File: src/rtl/cross_clk_handshake_tx.sv
// Source side of a 4-phase req/ack crossing: takes one word on valid/ready, holds it on tx_data
// under tx_req until the synchronized ack completes both phases. Optional timeout: CROSS_CLK_TIMEOUT_EN.
module cross_clk_handshake_tx #(
  parameter int LAT       = 2,
  parameter int DSIZE     = 8,
  parameter int TO_CYCLES = 255
) (
  input  logic             clk,
  input  logic             rst_n,
  input  logic             s_valid,
  output logic             s_ready,
  input  logic [DSIZE-1:0] s_data,
  output logic             tx_req,
  output logic [DSIZE-1:0] tx_data,
  input  logic             rx_ack,
  output logic             done,
  output logic             busy,
  output logic             err
);

  localparam logic [1:0] IDLE = 2'd0;
  localparam logic [1:0] REQ  = 2'd1;
  localparam logic [1:0] REL  = 2'd2;

  logic [1:0]       state_reg, state_next;
  logic             req_reg, req_next;
  logic [DSIZE-1:0] data_reg, data_next;
  logic             done_reg, done_next;
  logic             err_reg, err_next;
  logic [LAT-1:0]   ack_sync_reg;
  logic             ack_s;
  logic             timeout;

  // rx_ack is asynchronous to clk; only the last flop of this chain feeds the FSM.
  always_ff @(posedge clk or negedge rst_n) begin
    if (!rst_n) begin
      ack_sync_reg <= '0;
    end else begin
      ack_sync_reg <= {ack_sync_reg[LAT-2:0], rx_ack};
    end
  end

  assign ack_s = ack_sync_reg[LAT-1];

`ifdef CROSS_CLK_TIMEOUT_EN
  localparam int CW = $clog2(TO_CYCLES + 1);

  logic [CW-1:0] cnt_reg, cnt_next;

  // Fires on the edge where the per-phase count would reach TO_CYCLES.
  assign timeout = (cnt_reg == CW'(TO_CYCLES - 1));

  always_comb begin
    cnt_next = '0;
    if ((state_next == state_reg) && (state_reg != IDLE)) begin
      cnt_next = cnt_reg + CW'(1);
    end
  end

  always_ff @(posedge clk or negedge rst_n) begin
    if (!rst_n) begin
      cnt_reg <= '0;
    end else begin
      cnt_reg <= cnt_next;
    end
  end
`else
  assign timeout = 1'b0;
`endif

  always_comb begin
    state_next = state_reg;
    req_next   = req_reg;
    data_next  = data_reg;
    done_next  = 1'b0;
    err_next   = 1'b0;
    case (state_reg)
      IDLE: begin
        if (s_valid) begin
          state_next = REQ;
          req_next   = 1'b1;
          data_next  = s_data;
        end
      end
      REQ: begin
        // A stale ack already high on entry is taken as the acknowledge.
        if (ack_s) begin
          state_next = REL;
          req_next   = 1'b0;
          done_next  = 1'b1;
        end else if (timeout) begin
          state_next = REL;
          req_next   = 1'b0;
          err_next   = 1'b1;
        end
      end
      REL: begin
        if (!ack_s) begin
          state_next = IDLE;
        end else if (timeout) begin
          state_next = IDLE;
          err_next   = 1'b1;
        end
      end
      default: begin
        state_next = IDLE;
        req_next   = 1'b0;
      end
    endcase
  end

  always_ff @(posedge clk or negedge rst_n) begin
    if (!rst_n) begin
      state_reg <= IDLE;
      req_reg   <= 1'b0;
      data_reg  <= '0;
      done_reg  <= 1'b0;
      err_reg   <= 1'b0;
    end else begin
      state_reg <= state_next;
      req_reg   <= req_next;
      data_reg  <= data_next;
      done_reg  <= done_next;
      err_reg   <= err_next;
    end
  end

  assign s_ready = (state_reg == IDLE);
  assign busy    = ~s_ready;
  assign tx_req  = req_reg;
  assign tx_data = data_reg;
  assign done    = done_reg;
  assign err     = err_reg;

endmodule

File: config.mk
export PLATFORM = sky130hd
export DESIGN_NAME = cross_clk_handshake_tx
export DESIGN_NICKNAME = d
export VERILOG_FILES = /design/src/rtl/cross_clk_handshake_tx.sv
export SDC_FILE = /design/constraint.sdc
export NUM_CORES = 1
export LEC_CHECK = 0
export CAP_MARGIN = 20
export CORE_MARGIN = 2
export CORE_UTILIZATION = 35
export CTS_CLUSTER_SIZE = 20
export DETAILED_ROUTE_END_ITERATION = 6
export DONT_BUFFER_PORTS = 1
export GPL_TIMING_DRIVEN = 0
export SLEW_MARGIN = 20
export SYNTH_ARGS = -nofsm -noshare
export SYNTH_HDL_FRONTEND = slang
export SYNTH_SLANG_ARGS = --single-unit
File: constraint.sdc
create_clock -name clk -period 1.55 [get_ports clk]
set_input_delay 0.155 -clock clk [delete_from_list [all_inputs] [get_ports clk]]
set_output_delay 0.155 -clock clk [all_outputs]
set_load 0.02 [all_outputs]
==> run metrics <==
Die Span X 44.3 um; vias 310; final period utilization 0.936; crit end category register; clk sinks 14; RSZ-0062 raised after global routing no; Final WS setup 99.3 ps; first-pass GRT wire length 1.59 mm; Unique masters post-synth 14; All-Layer GR Usage 0.117; Longest Clk Path Bufs 2; Final min period 1450 ps; Routed WL 989 um; Detailed Place HPWL 770 um; final-report hold violation count 0; Initial DRC Count 4; Finished Layout Cells 61; maxcap violations 0; Port-buffer cells 0; core box area 1510 sq um; crit path DAT 1610 ps; routed length per instance 16.2 um; CTS tree done; slowest stage delay, CP 470 ps; TritonCTS Buffers 3; setup_tns 0 ps; Worst Hold Class input pin to register; I/O pin count 25; DRC 0; Final nets 58; clk root buf clkbuf_4; Post-Syn Instances 39; Placed Cells incl. Taps 55; Setup violations, final 0; vias in the first global route 351; placer congestion estimate 0.631; worst-margin pin slew 602 ps; Peak VDD IR 1020 uV; status finished clean; H-tree Lvls 1; Vias/cell 5.08; pre-CTS setup slack 8.76 ps; max reg flops 8; total grt overflow 0; setup bufs post-CTS 0; P_leak 0.000316 uW; Max-slew headroom 0.598; syn_nets 51; syn avg cell area 14.6 sq um; Die Ht 44.3 um; Worst setup SP type register; power per cell area 2390 nW/um^2; Worst Path Max Fanout 8; Ys Warns 0; Clock Latency Late Sink 270 ps; die area 1960 sq um; initial antenna violation count 0; CTS clk-pin slew, worst paths 80 ps; FILL cells 142; Worst Clk Skew 4.17 ps; synth-to-layout area growth 14.3%; Seq cells post-synth 14; DRT antenna net count 0; number of diodes 0; worst path required time 1710 ps; Slowest cell on crit path dfrtp_1; WS Path Type register to register; fraction of layout cells with a size suffix above 1 0.378; number of cell rows 14; mapped cell area 568 sq um; Pre-Repair DR Iteration Count 2; Fmax 689 MHz; largest net degree at the start of global routing 15; Initial Util 0.377; register area share after synthesis 0.617; CP cell instances nor2_4 > and2_4 > buf_6 > mux2_4; Pins Over Slew Limit 0
-- placed cells by master, fill, tap and decap left out --
master / synthesis / layout
nand2_1: 1 / 1
mux2_4: 8 / 8
xnor2_1: 1 / 1
inv_1: 3 / 3
nor2_1: 3 / 3
and2_4: 1 / 1
buf_4: 1 / 1
conb_1: 1 / 1
a21oi_1: 2 / 2
and2b_2: 1 / 1
o22ai_1: 1 / 1
dfrtp_1: 14 / 14
clkbuf_4: 0 / 3
dlygate4sd3_1: 0 / 2
buf_6: 1 / 1
nor2_4: 0 / 1
clkbuf_8: 0 / 1
-- logic make-up after synthesis --
kind of cell,Yosys count,synth area share
flip-flops,14,0.617
multiplexers,8,0.211
AND/OR/NAND/NOR,7,0.0683
buffers and inverters,5,0.0529
AO/OA/AOI/OAI,3,0.0286
XOR/XNOR,1,0.0154
other,1,0.00660
-- power breakdown --
group          switching, uW  leakage, uW  internal (uW)
clock network            107    0.0000210            143
logic                    198     0.000128            276
registers                311     0.000166            519
total                    615     0.000316            938
-- through the flow --
stage | total power (uW) | cell area [sq um] | hold WS [ps] | util
2_1_floorplan | 1200 | 568 | -141 | -
3_3_place_gp | 1250 | 588 | -140 | 0.390
3_5_place_dp | 1290 | 588 | -140 | 0.390
4_1_cts | 1580 | 649 | 13.7 | 0.431
5_1_grt | 1650 | 649 | 5.88 | 0.431
6_report | 1550 | 649 | 27.3 | 0.431
-- area by class of cell --
class | instances | area, sq um | area share
multi-input cells | 20 | 193 | 0.297
flip-flops and latches | 14 | 350 | 0.539
inverters | 3 | 11.3 | 0.0173
clock buffers | 4 | 36.3 | 0.0559
plain buffers | 2 | 18.8 | 0.0289
well taps | 16 | 20.0 | 0.0308
repair buffers | 2 | 20.0 | 0.0308
-- layer usage --
metal	vias to the layer above	GRT usage	share of wire
met4	0	0.0364	0
li1	137	-	-
met3	0	0.0857	0.13
met5	-	0	0
met2	22	0.203	0.55
met1	151	0.106	0.32
-- repair_timing --
| action | in CTS | in global routing |
|---|---|---|
| hold endpoints to repair | 15 | 0 |
| setup endpoints to repair | 3 | 0 |
| resized for setup | 1 | 0 |
| hold buffers | 2 | 0 |
-- worst paths after layout --
check	start	to	slack, ps	depth (start not counted)
max	state_reg[1]	tx_data[6]	100	4
max in group asynchronous	rst_n	tx_data[3]	830	1
min reg2reg	ack_sync_reg[0]	ack_sync_reg[1]	350	0
max reg2reg	state_reg[1]	tx_data[6]	100	4
min in group asynchronous	rst_n	tx_data[4]	330	1
min	s_data[1]	tx_data[1]	30	1
-- Yosys cell counts, drive strengths merged --
cell,count,share of area
conb,1,0.0066
inv,3,0.020
xnor2,1,0.015
o22ai,1,0.011
nor2,4,0.031
and2,1,0.015
nand2,1,0.0066
and2b,1,0.015
buf,2,0.033
dfrtp,14,0.62
a21oi,2,0.018
mux2,8,0.21
-- worst max-delay path: cells and delay by family (launching register included) --
family                 cells  cell delay (ps)
DFF                        1              470
and+or+nand+nor            2              410
muxes                      1              310
buffers and inverters      1              150
Note: power is estimated with default switching activity, not from simulation.
